<file path="config.mk">
export PLATFORM = sky130hd
export DESIGN_NAME = multi_cycle_control
export DESIGN_NICKNAME = d
export VERILOG_FILES = /design/src/rtl/my_pkg.sv /design/src/rtl/multi_cycle_control_alu_decoder.sv /design/src/rtl/multi_cycle_control.sv
export SDC_FILE = /design/constraint.sdc
export NUM_CORES = 1
export LEC_CHECK = 0
export ABC_AREA = 1
export CAP_MARGIN = 20
export CORE_MARGIN = 2
export CORE_UTILIZATION = 40
export CTS_BUF_LIST = sky130_fd_sc_hd__clkbuf_8
export CTS_CLUSTER_DIAMETER = 120
export DETAILED_ROUTE_END_ITERATION = 16
export GPL_TIMING_DRIVEN = 1
export PLACE_DENSITY = 0.88
export SLEW_MARGIN = 15
export SYNTH_ARGS = -nofsm -noshare
export SYNTH_HDL_FRONTEND = slang
export SYNTH_SLANG_ARGS = --single-unit
</file>
<file path="constraint.sdc">
create_clock -name clk -period 1.15 [get_ports clk]
set_input_delay 0.2875 -clock clk [delete_from_list [all_inputs] [get_ports clk]]
set_output_delay 0.2875 -clock clk [all_outputs]
set_load 0.02 [all_outputs]
</file>
<file path="src/rtl/my_pkg.sv">
// Shared encodings for the multicycle MIPS control unit: states, opcodes,
// funct codes, ALU controls and the per-state control word.
package my_pkg;

    typedef enum logic [3:0] {
        FETCH    = 4'd0,
        DECODE   = 4'd1,
        MEMADR   = 4'd2,
        MEMRD    = 4'd3,
        MEMWB    = 4'd4,
        MEMWR    = 4'd5,
        RTYPE_EX = 4'd6,
        RTYPE_WB = 4'd7,
        BEQ      = 4'd8,
        ADDI_EX  = 4'd9,
        ADDI_WB  = 4'd10
    } state_t;

    localparam logic [5:0] OP_RTYPE = 6'h00;
    localparam logic [5:0] OP_LW    = 6'h23;
    localparam logic [5:0] OP_SW    = 6'h2B;
    localparam logic [5:0] OP_BEQ   = 6'h04;
    localparam logic [5:0] OP_ADDI  = 6'h08;

    localparam logic [5:0] FUNCT_ADD = 6'h20;
    localparam logic [5:0] FUNCT_SUB = 6'h22;
    localparam logic [5:0] FUNCT_AND = 6'h24;
    localparam logic [5:0] FUNCT_OR  = 6'h25;
    localparam logic [5:0] FUNCT_SLT = 6'h2A;

    localparam logic [2:0] ALU_ADD = 3'b000;
    localparam logic [2:0] ALU_SUB = 3'b001;
    localparam logic [2:0] ALU_AND = 3'b010;
    localparam logic [2:0] ALU_OR  = 3'b011;
    localparam logic [2:0] ALU_SLT = 3'b100;

    typedef enum logic [1:0] {
        ALUOP_ADD   = 2'b00,
        ALUOP_SUB   = 2'b01,
        ALUOP_FUNCT = 2'b10
    } aluop_t;

    typedef struct packed {
        logic       iord;
        logic       mem_write;
        logic       ir_write;
        logic       reg_dst;
        logic       mem_to_reg;
        logic       reg_write;
        logic       alu_src_a;
        logic [1:0] alu_src_b;
        aluop_t     aluop;
        logic       pc_src;
        logic       pc_write;
        logic       branch;
    } ctrl_t;

    // Moore control word for a state; anything not named stays 0.
    function automatic ctrl_t ctrl_for_state(input state_t s);
        ctrl_t c;
        c = '0;
        case (s)
            FETCH: begin
                c.ir_write  = 1'b1;
                c.alu_src_b = 2'b01;
                c.pc_write  = 1'b1;
            end
            DECODE:   c.alu_src_b = 2'b11;
            MEMADR: begin
                c.alu_src_a = 1'b1;
                c.alu_src_b = 2'b10;
            end
            MEMRD:    c.iord = 1'b1;
            MEMWB: begin
                c.reg_write  = 1'b1;
                c.mem_to_reg = 1'b1;
            end
            MEMWR: begin
                c.iord      = 1'b1;
                c.mem_write = 1'b1;
            end
            RTYPE_EX: begin
                c.alu_src_a = 1'b1;
                c.aluop     = ALUOP_FUNCT;
            end
            RTYPE_WB: begin
                c.reg_write = 1'b1;
                c.reg_dst   = 1'b1;
            end
            BEQ: begin
                c.alu_src_a = 1'b1;
                c.aluop     = ALUOP_SUB;
                c.branch    = 1'b1;
                c.pc_src    = 1'b1;
            end
            ADDI_EX: begin
                c.alu_src_a = 1'b1;
                c.alu_src_b = 2'b10;
            end
            ADDI_WB:  c.reg_write = 1'b1;
            default:  c = '0;
        endcase
        return c;
    endfunction

endpackage

</file>
<file path="src/rtl/multi_cycle_control_alu_decoder.sv">
// Maps the FSM's ALU operation class plus the funct field to the ALU control code.
module alu_decoder
    import my_pkg::*;
(
    input  aluop_t     aluop,
    input  logic [5:0] funct,
    output logic [2:0] alu_control
);

    always_comb begin
        alu_control = ALU_ADD;
        case (aluop)
            ALUOP_ADD: alu_control = ALU_ADD;
            ALUOP_SUB: alu_control = ALU_SUB;
            ALUOP_FUNCT: begin
                case (funct)
                    FUNCT_ADD: alu_control = ALU_ADD;
                    FUNCT_SUB: alu_control = ALU_SUB;
                    FUNCT_AND: alu_control = ALU_AND;
                    FUNCT_OR:  alu_control = ALU_OR;
                    FUNCT_SLT: alu_control = ALU_SLT;
                    default:   alu_control = ALU_ADD;
                endcase
            end
            default: alu_control = ALU_ADD;
        endcase
    end

endmodule

</file>
<file path="src/rtl/multi_cycle_control.sv">
// Moore FSM sequencing the multicycle MIPS datapath. The control word is
// registered alongside the state; write enables are additionally gated by reset.
module multi_cycle_control
    import my_pkg::*;
(
    input  logic       clk,
    input  logic       reset,
    input  logic [5:0] OP_i,
    input  logic [5:0] Funct_i,
    input  logic       ZERO_f_i,
    output logic       IorD_o,
    output logic       MemWrite_o,
    output logic       IRWrite_o,
    output logic       RegDst_o,
    output logic       MemtoReg_o,
    output logic       RegWrite_o,
    output logic       ALUSrcA_o,
    output logic [1:0] ALUSrcB_o,
    output logic [2:0] ALUControl_o,
    output logic       PCSrc_o,
    output logic       PCEn_o,
    output logic [3:0] state_o
);

    state_t state_q;
    state_t state_d;
    ctrl_t  ctrl_q;

    always_comb begin
        state_d = FETCH;
        case (state_q)
            FETCH:  state_d = DECODE;
            DECODE: begin
                case (OP_i)
                    OP_LW, OP_SW: state_d = MEMADR;
                    OP_RTYPE:     state_d = RTYPE_EX;
                    OP_BEQ:       state_d = BEQ;
                    OP_ADDI:      state_d = ADDI_EX;
                    default:      state_d = FETCH;
                endcase
            end
            MEMADR:   state_d = (OP_i == OP_SW) ? MEMWR : MEMRD;
            MEMRD:    state_d = MEMWB;
            RTYPE_EX: state_d = RTYPE_WB;
            ADDI_EX:  state_d = ADDI_WB;
            default:  state_d = FETCH;
        endcase
    end

    // Control word is computed from the next state so it lines up with state_q.
    always_ff @(posedge clk or posedge reset) begin
        if (reset) begin
            state_q <= FETCH;
            ctrl_q  <= ctrl_for_state(FETCH);
        end else begin
            state_q <= state_d;
            ctrl_q  <= ctrl_for_state(state_d);
        end
    end

    alu_decoder u_alu_decoder (
        .aluop       (ctrl_q.aluop),
        .funct       (Funct_i),
        .alu_control (ALUControl_o)
    );

    // Gating with reset keeps every write enable low for the whole reset pulse.
    assign MemWrite_o = ctrl_q.mem_write & ~reset;
    assign IRWrite_o  = ctrl_q.ir_write & ~reset;
    assign RegWrite_o = ctrl_q.reg_write & ~reset;
    assign PCEn_o     = ~reset & (ctrl_q.pc_write | (ctrl_q.branch & ZERO_f_i));

    assign IorD_o     = ctrl_q.iord;
    assign RegDst_o   = ctrl_q.reg_dst;
    assign MemtoReg_o = ctrl_q.mem_to_reg;
    assign ALUSrcA_o  = ctrl_q.alu_src_a;
    assign ALUSrcB_o  = ctrl_q.alu_src_b;
    assign PCSrc_o    = ctrl_q.pc_src;
    assign state_o    = state_q;

endmodule
</file>
# ---- Word-level counts from Yosys, hierarchy flattened
# Cells that the tools add are included.
dict set report totals {
  wordCells 66
  regBits 16
  out_inout_bits 18
  input_bits 15
}
dict set report classes {
  bitwise_logic 7
  n_mux 15
  eq_ne 25
  reduce_logical 8
}
# cell count
set ops {}
lappend ops {{== test 6 bit, second input constant} 6}
lappend ops {{case mux 4 bit (6 select lines)} 1}
lappend ops {{== test 4 x 3 -> 1 bit, second input constant} 5}
lappend ops {{== test 4 x 2 -> 1 bit, second input constant} 4}
lappend ops {{== test 4 bit, second input constant} 4}
lappend ops {{case mux 4 bit (4 select lines)} 1}
lappend ops {{case mux 3 bit (4 select lines)} 1}
lappend ops {{== test 4 x 1 -> 1 bit, second input constant} 2}
lappend ops {{logical NOT 4 bit} 2}
lappend ops {{2-to-1 mux 1 bit} 8}
lappend ops {{== test 6 x 3 -> 1 bit, second input constant} 1}
lappend ops {{== test 6 x 4 -> 1 bit, second input constant} 1}
lappend ops {{logical NOT 6 bit} 1}
lappend ops {{case mux 2 bit (3 select lines)} 1}
lappend ops {{case mux 3 bit (2 select lines)} 1}
lappend ops {{OR reduction 2 bit} 3}
lappend ops {{bitwise AND 1 bit} 5}
lappend ops {{case mux 2 bit (2 select lines)} 1}
lappend ops {{OR reduction 4 bit} 1}
lappend ops {{2-to-1 mux 3 bit} 1}
lappend ops {{OR reduction 3 bit} 1}
lappend ops {{== test 2 x 1 -> 1 bit, second input constant} 1}
lappend ops {{== test 2 bit, second input constant} 1}
lappend ops {{NOT 1 bit} 1}
lappend ops {{OR 1 bit} 1}

# ---- Longest topological paths before layout
# Gate-level depths: netlist of run 1.
dict set report logic_depth {
  ltp_word 7
  ltp_mapped 10
  mapped_depth_nobuf 10
}

# ---- Hierarchy
# A second synthesis of run 1 with hierarchy kept.
dict set report unflattened {
  hier_cells 123
  hier_area_um2 910.9
}
# mod area_per_inst_um2 cells_each instances seq_area_each_um2
set by_module_without_submodules {}
lappend by_module_without_submodules {multi_cycle_control 782.0 96 1 377.9}
lappend by_module_without_submodules {alu_decoder 128.9 27 1 0.0}

# ---- Least setup slack after synthesis of run 1
# OpenSTA, ideal clock, no wires.
dict set report synth_timing {
  kind {flip-flop to output port}
  start {register ctrl_q[3] (netlist bit)}
  end {output port ALUControl_o[2]}
  slack_ns -0.471
  stages_incl_launch_ff 4
  n_path_buf 0
  required_time_ns 0.863
  arrival_ns 1.333
  cell_sequence {dfrtp_1 inv_1 ha_1 nor3_1}
}
dict set report synth_via {
  elab_chain_cells 2
  elab_cells_between_ends 3
  cone_classes {eq/ne (2); mux (1)}
}
# element line_no
set synth_rtl {}
lappend synth_rtl {{start: declaration} multi_cycle_control.sv:27} ;# ctrl_t ctrl_q;
lappend synth_rtl {{start signal: assignment} multi_cycle_control.sv:54} ;# ctrl_q <= ctrl_for_state(FETCH);
lappend synth_rtl {{start signal: assignment} multi_cycle_control.sv:57} ;# ctrl_q <= ctrl_for_state(state_d);
lappend synth_rtl {{== test 2 bit / == test 2 x 1 -> 1 bit (equally long branches)} multi_cycle_control_alu_decoder.sv:12} ;# case (aluop)
lappend synth_rtl {{case mux 3 bit (2 select lines) *} multi_cycle_control_alu_decoder.sv:12}
lappend synth_rtl {{end: declaration} multi_cycle_control.sv:19} ;# output logic [2:0] ALUControl_o,
# Mark *: on every way between the ends. The rest lies on a longest branch, timed or not.

# ---- Worst setup path in the final report of run 1
# Same ends and word-level chain as after synthesis.

==> results of run 1 <==
## stage by stage
stage               power [mW]  worst slack, ns  setup TNS, ns   util  std cells
finish                    2.84           -0.430          -2.73  0.879        198
global route              2.94           -0.514          -3.53  0.879        198
CTS                       2.37           -0.437          -2.10  0.782        193
detailed placement        1.79            -1.07         -10.86  0.694        183
global placement          1.76            -1.01         -10.05  0.694        183
floorplan                 1.36           -0.181         -0.455      -        112
## power groups by stage
| stage | sequential, mW | clock, mW | combinational (mW) |
|---|---|---|---|
| floorplan | 0.817 | 0 | 0.545 |
| detailed placement | 0.744 | 0 | 1.05 |
| CTS | 0.756 | 0.411 | 1.20 |
| global placement | 0.737 | 0 | 1.02 |
| global route | 0.780 | 0.445 | 1.72 |
| finish | 0.769 | 0.429 | 1.64 |
## critical path, stage by stage, from the launching register on
cell	delay (ns)
dfrtp_2	0.43
inv_2	0.07
ha_4	0.14
nand3_1	0.10
nor3_4	0.16
buf_6	0.15
## placed cells by master, fill, tap and decap left out, types with 4 or more instances in the layout
cell type | synthesis | routed
nand2_8 | 0 | 4
buf_4 | 2 | 19
buf_2 | 0 | 7
nor2_2 | 2 | 8
nand2_4 | 1 | 5
dlygate4sd2_1 | 0 | 13
buf_6 | 0 | 16
inv_2 | 4 | 9
nand2_1 | 18 | 9
nor2_1 | 22 | 6
dfrtp_2 | 0 | 5
inv_1 | 21 | 11
dfrtp_1 | 13 | 8
nor2_4 | 1 | 11
inv_4 | 0 | 4
nand2_2 | 4 | 5
## worst paths after layout
| path | slack, ns | cells past startpoint | from | to |
|---|---|---|---|---|
| setup / recovery | -0.43 | 5 | ctrl_q[3]$_DFF_PP0_ | ALUControl_o[2] |
| hold / removal | 0.11 | 3 | reset | ALUSrcB_o[1]$_DFF_PP0_ |
| setup reg to reg | -0.19 | 10 | state_o[0]$_DFF_PP0_ | ctrl_q[1]$_DFF_PP1_ |
| hold reg to reg | 0.73 | 3 | state_o[0]$_DFF_PP0_ | ALUSrcB_o[1]$_DFF_PP0_ |
| max in group asynchronous | 0.83 | 3 | reset | ALUSrcB_o[0]$_DFF_PP1_ |
| min in group clk | 0.65 | 6 | OP_i[3] | ctrl_q[4]$_DFF_PP0_ |
## layout make-up
class / instances / area, sq um
clock buffers: 3 / 41.3
inverters: 25 / 121
well taps: 27 / 33.8
fillers: 93 / 239
flip-flops and latches: 15 / 384
repair buffers: 57 / 497
clock inverters: 1 / 3.75
multi-input cells: 70 / 662
## synth_stat cells (all sizes together)
cell | instances | area, sq um
a21oi | 3 | 15.0
a41oi | 1 | 8.76
and3 | 1 | 6.26
buf | 2 | 15.0
dfrtp | 13 | 325
dfstp | 2 | 52.6
ha | 2 | 25.0
inv | 25 | 93.8
nand2 | 23 | 104
nand3 | 7 | 40.0
nand4 | 1 | 6.26
nor2 | 25 | 106
nor3 | 3 | 20.0
nor3b | 1 | 7.51
o31ai | 1 | 7.51
or3 | 1 | 6.26
xor2 | 1 | 8.76
## sequential cells by signal (all words and copies together) (netlist names)
name and count:
RegDst_o 1, ALUSrcA_o 1, ctrl_q 5, MemtoReg_o 1, state_o 4, ALUSrcB_o 2
IorD_o 1
## logic make-up (layout without fill, tap and decap cells)
kind of cell	after synthesis	count (layout)	synth area share
AND/OR/NAND/NOR	62	62	0.350
AO/OA/AOI/OAI	5	5	0.0369
buffers and inverters	27	86	0.128
XOR/XNOR	1	1	0.0103
flip-flops	15	15	0.445
adder cells (fa/ha/maj)	2	2	0.0295
## layer usage
| metal | part of all wire | routed length (microns) |
|---|---|---|
| met1 | 0.38 | 1280 |
| met2 | 0.57 | 1930 |
| met3 | 0.038 | 128 |
| met4 | 0.0074 | 25 |
| met5 | 0 | 0 |
## repair_timing
action,in CTS,in global routing
endpoints found under the setup margin,29,26
resized for setup,135,53
endpoints found under the hold margin,0,0
buffers inserted,6,7
pin swaps,28,16
==> results_dict.tcl, run 1 <==
set metrics [dict create \
    cts_hold_buf 0 \
    gr-usage-met2 0.487 \
    coreArea_sq_um 1980 \
    peakVddDrop_v 0.00148 \
    synth_warnings 0 \
    drive_gt1_frac 0.690 \
    cap_violations 0 \
    io_pins 33 \
    worst_pin_slew_ns 0.237 \
    ys_ff_latch 15 \
    wirelength_microns 3360 \
    rows 16 \
    avgSynthCellArea_sq_um 7.57 \
    period_share 1.37 \
    port_buffers 32 \
    wl_per_cell_microns 17.0 \
    status "complete, but fails checks" \
    synth_fp_nets 129 \
    grt_pass1_wl_microns 4720 \
    dieHeight_microns 50.1 \
    worstSetupEndpointType "output port" \
    rsz0062_at_grt "true" \
    intPower_mw 1.58 \
    syn_to_final_growth_pct 105 \
    crit_required_ns 0.86 \
    holdWs_ns 0.114 \
    grt_pass1_vias 1020 \
    syn-cell-area_sq_um 848 \
    grt_max_degree 16 \
    setup.worst_path.start_class "flip-flop" \
    power.density_nw_per_um2 1630 \
    vias 974 \
    fin_nets 189 \
    hold_viol 0 \
    fp.dieArea_sq_um 2510 \
    cts_max_path_buffers 2 \
    clkSinkCount 15 \
    clkTransAtPathRegs_ns 0.07 \
    p_seq_frac 0.271 \
    crit_type "reg2out" \
    final_cell_area_sq_um 1740 \
    worst_ep_arrival_time_ns 1.29 \
    netSwitchingPower_mw 1.25 \
    p_clk_frac 0.151 \
    power_leakage_nw 0.877 \
    hpwl_microns 1740 \
    routed_via_density 4.92 \
    min_period_ns 1.58 \
    first_pass_iters 4 \
    tritoncts "yes" \
    clock_skew_ns 0.00116 \
    fmax_mhz 633 \
    synthCells 112 \
    min_path_type "in2async" \
    cp_max_fo 4 \
    antenna_found_initial 0 \
    grtUsageTotal 0.251 \
    cts_max_level 1 \
    ys_types 24 \
    cts_made_buffers 3 \
    overflow 0 \
    ys_seq_area_frac 0.445 \
    violations "negative setup slack" \
    finalSetupViolCount 18 \
    place_congestion 0.857 \
    drt_iter0_drc 10 \
    grt_most_used_layer "met2" \
    combPwrFrac 0.577 \
    grtUsageMet3 0.0515 \
    grtUsageMet1 0.267 \
    ant_nets 0 \
    drcViolationCount 0 \
    finalWorstSetupSlack_ns -0.430 \
    die_x_microns 50.1 \
    drv_slew 0 \
    diodes 0 \
    dpl_cell_area_sq_um 1380 \
    swShare 0.442 \
    maxSlewHeadroom 0.842 \
    cts_root_buf "clkbuf_8" \
    initial_utilization 0.428 \
    insertion_delay_ns 0.24 \
]
(Power assumes the default switching activity.)
==> inputs of run 2 (changes only) <==
--- a/config.mk
+++ b/config.mk
@@ -7,14 +7,16 @@
 export LEC_CHECK = 0
 export ABC_AREA = 1
 export CAP_MARGIN = 20
+export CELL_PAD_IN_SITES_DETAIL_PLACEMENT = 2
+export CELL_PAD_IN_SITES_GLOBAL_PLACEMENT = 2
 export CORE_MARGIN = 2
-export CORE_UTILIZATION = 40
+export CORE_UTILIZATION = 21
 export CTS_BUF_LIST = sky130_fd_sc_hd__clkbuf_8
 export CTS_CLUSTER_DIAMETER = 120
 export DETAILED_ROUTE_END_ITERATION = 16
 export GPL_TIMING_DRIVEN = 1
-export PLACE_DENSITY = 0.88
-export SLEW_MARGIN = 15
+export PLACE_DENSITY = 0.86
+export SLEW_MARGIN = 20
 export SYNTH_ARGS = -nofsm -noshare
 export SYNTH_HDL_FRONTEND = slang
 export SYNTH_SLANG_ARGS = --single-unit
==> results_dict.tcl, run 2 (synthesis gave the netlist of run 1 again) <==
set metrics [dict create \
    ant_nets 0 \
    holdWs_ns 0.268 \
    intPower_mw 1.61 \
    setup.worst_path.start_class "flip-flop" \
    path_cells "inv_2, ha_4, a41oi_2, a21oi_2, buf_6" \
    hpwl_microns 2760 \
    grt_pass1_wl_microns 5310 \
    insertion_delay_ns 0.24 \
    wirelength_microns 3730 \
    worst_ep_arrival_time_ns 1.29 \
    port_buffers 32 \
    finalSetupTns_ns -2.91 \
    regMostFlops "ctrl_q" \
    dieHeight_microns 67.6 \
    p_clk_frac 0.149 \
    cts_max_path_buffers 2 \
    grt_pass1_vias 1116 \
    rsz0062_at_grt "true" \
    rr_worst_depth 8 \
    antenna_found_initial 0 \
    cts_max_level 1 \
    routed_via_density 4.32 \
    die_x_microns 67.6 \
    crit_type "reg2out" \
    final_common_cell "buf_6" \
    max_stage_delay_ns 0.43 \
    peakVddDrop_v 0.000640 \
    fp.dieArea_sq_um 4560 \
    drcViolationCount 0 \
    clkSinkCount 15 \
    drt_iter0_drc 14 \
    netSwitchingPower_mw 1.19 \
    vias 954 \
    finalSetupViolCount 19 \
    drive_gt1_frac 0.725 \
    final-seq-area_sq_um 384 \
    dpl_cell_area_sq_um 1410 \
    grt_most_used_layer "met2" \
    nFillCells 430 \
    grtUsageMet1 0.131 \
    diodes 0 \
    power.density_nw_per_um2 1590 \
    worst_pin_slew_ns 0.240 \
    first_pass_iters 3 \
    cts_root_buf "clkbuf_8" \
    grtUsageMet3 0.0217 \
    final_cell_area_sq_um 1760 \
    drv_slew 0 \
    crit_required_ns 0.86 \
    cap_violations 0 \
    clkTransAtPathRegs_ns 0.06 \
    initial_utilization 0.215 \
    io_pins 33 \
    largest_reg_flops 5 \
    fin_nets 189 \
    p_total_mw 2.80 \
    gr-usage-met2 0.364 \
    p_seq_frac 0.277 \
    min_path_type "in2async" \
    grt_max_degree 10 \
    overflow 0 \
    final_cell_mix "buf_6, buf_4, dlygate4sd2_1" \
    min_period_ns 1.58 \
    rows 23 \
    final_util 0.447 \
    wl_per_cell_microns 16.9 \
    fmax_mhz 635 \
    period_share 1.37 \
    finalWorstSetupSlack_ns -0.426 \
    place_congestion 0.806 \
    dp_slack_ns -1.18 \
    violations "negative setup slack" \
    hold_viol 0 \
    swShare 0.426 \
    coreArea_sq_um 3940 \
    power_leakage_nw 0.882 \
    maxSlewHeadroom 0.840 \
    cts_hold_buf 0 \
    clock_skew_ns 0.00181 \
    worstSetupEndpointType "output port" \
    multi_input_area_sq_um 648 \
    stdcell_count 221 \
    status "complete, but fails checks" \
    tritoncts "yes" \
    crit_slowest_cell "dfrtp_2" \
    combPwrFrac 0.573 \
    grtUsageTotal 0.163 \
    cp_max_fo 4 \
    dp.cells 206 \
    syn_to_final_growth_pct 108 \
    cts_made_buffers 3 \
]
run 2: cell count changes in the layout (fill, tap and decap cells not counted), moves of 3 or more:
cell / previous run / this run
nand2_2: 5 / 9
nor2_2: 8 / 11
nor2_1: 6 / 3
buf_6: 16 / 19
inv_2: 9 / 12
nand2_8: 4 / 1
run 2: worst max-delay path: cells and delay by family (launching register included):
| family | cells | cell delay, ns |
|---|---|---|
| DFF | 1 | 0.43 |
| AOI/OAI and AO/OA | 2 | 0.27 |
| buffers and inverters | 2 | 0.20 |
| adders and majority gates | 1 | 0.15 |
run 2: path summary, 6_finish.rpt:
kind / startpoint / end / slack, ns
min in group clk: state_o[0]$_DFF_PP0_ / MemtoReg_o$_DFF_PP0_ / 0.67
hold reg to reg: state_o[0]$_DFF_PP0_ / MemtoReg_o$_DFF_PP0_ / 0.67
hold / removal: reset / state_o[0]$_DFF_PP0_ / 0.27
max in group asynchronous: reset / ctrl_q[1]$_DFF_PP1_ / 0.69
setup reg to reg: state_o[2]$_DFF_PP0_ / ALUSrcA_o$_DFF_PP0_ / -0.18
setup / recovery: ctrl_q[3]$_DFF_PP0_ / ALUControl_o[0] / -0.43
run 2: metal layers:
metal	part of all wire	vias up
met5	0	-
met4	0.019	0
met3	0.047	4
met2	0.63	28
met1	0.30	470
li1	-	452
run 2: repair_timing:
action / in CTS / in global routing
pin swaps: 29 / 18
gates resized for setup: 153 / 32
buffers inserted: 7 / 5
setup endpoints to repair: 30 / 27
run 2: area by class of cell:
type | count | share of cell area
Timing Repair Buffer | 57 | 0.295
Clock buffer | 3 | 0.0234
Clock inverter | 1 | 0.00213
Sequential cell | 15 | 0.218
Multi-Input combinational cell | 70 | 0.367
Tap cell | 50 | 0.0355
Inverter | 25 | 0.0589
run 2: power groups by stage:
stage	combinational, mW	sequential, mW	clock (mW)
6_report	1.61	0.777	0.418
5_1_grt	1.71	0.788	0.459
4_1_cts	1.40	0.773	0.419
3_5_place_dp	1.10	0.768	0
3_3_place_gp	1.02	0.751	0
2_1_floorplan	0.545	0.817	0
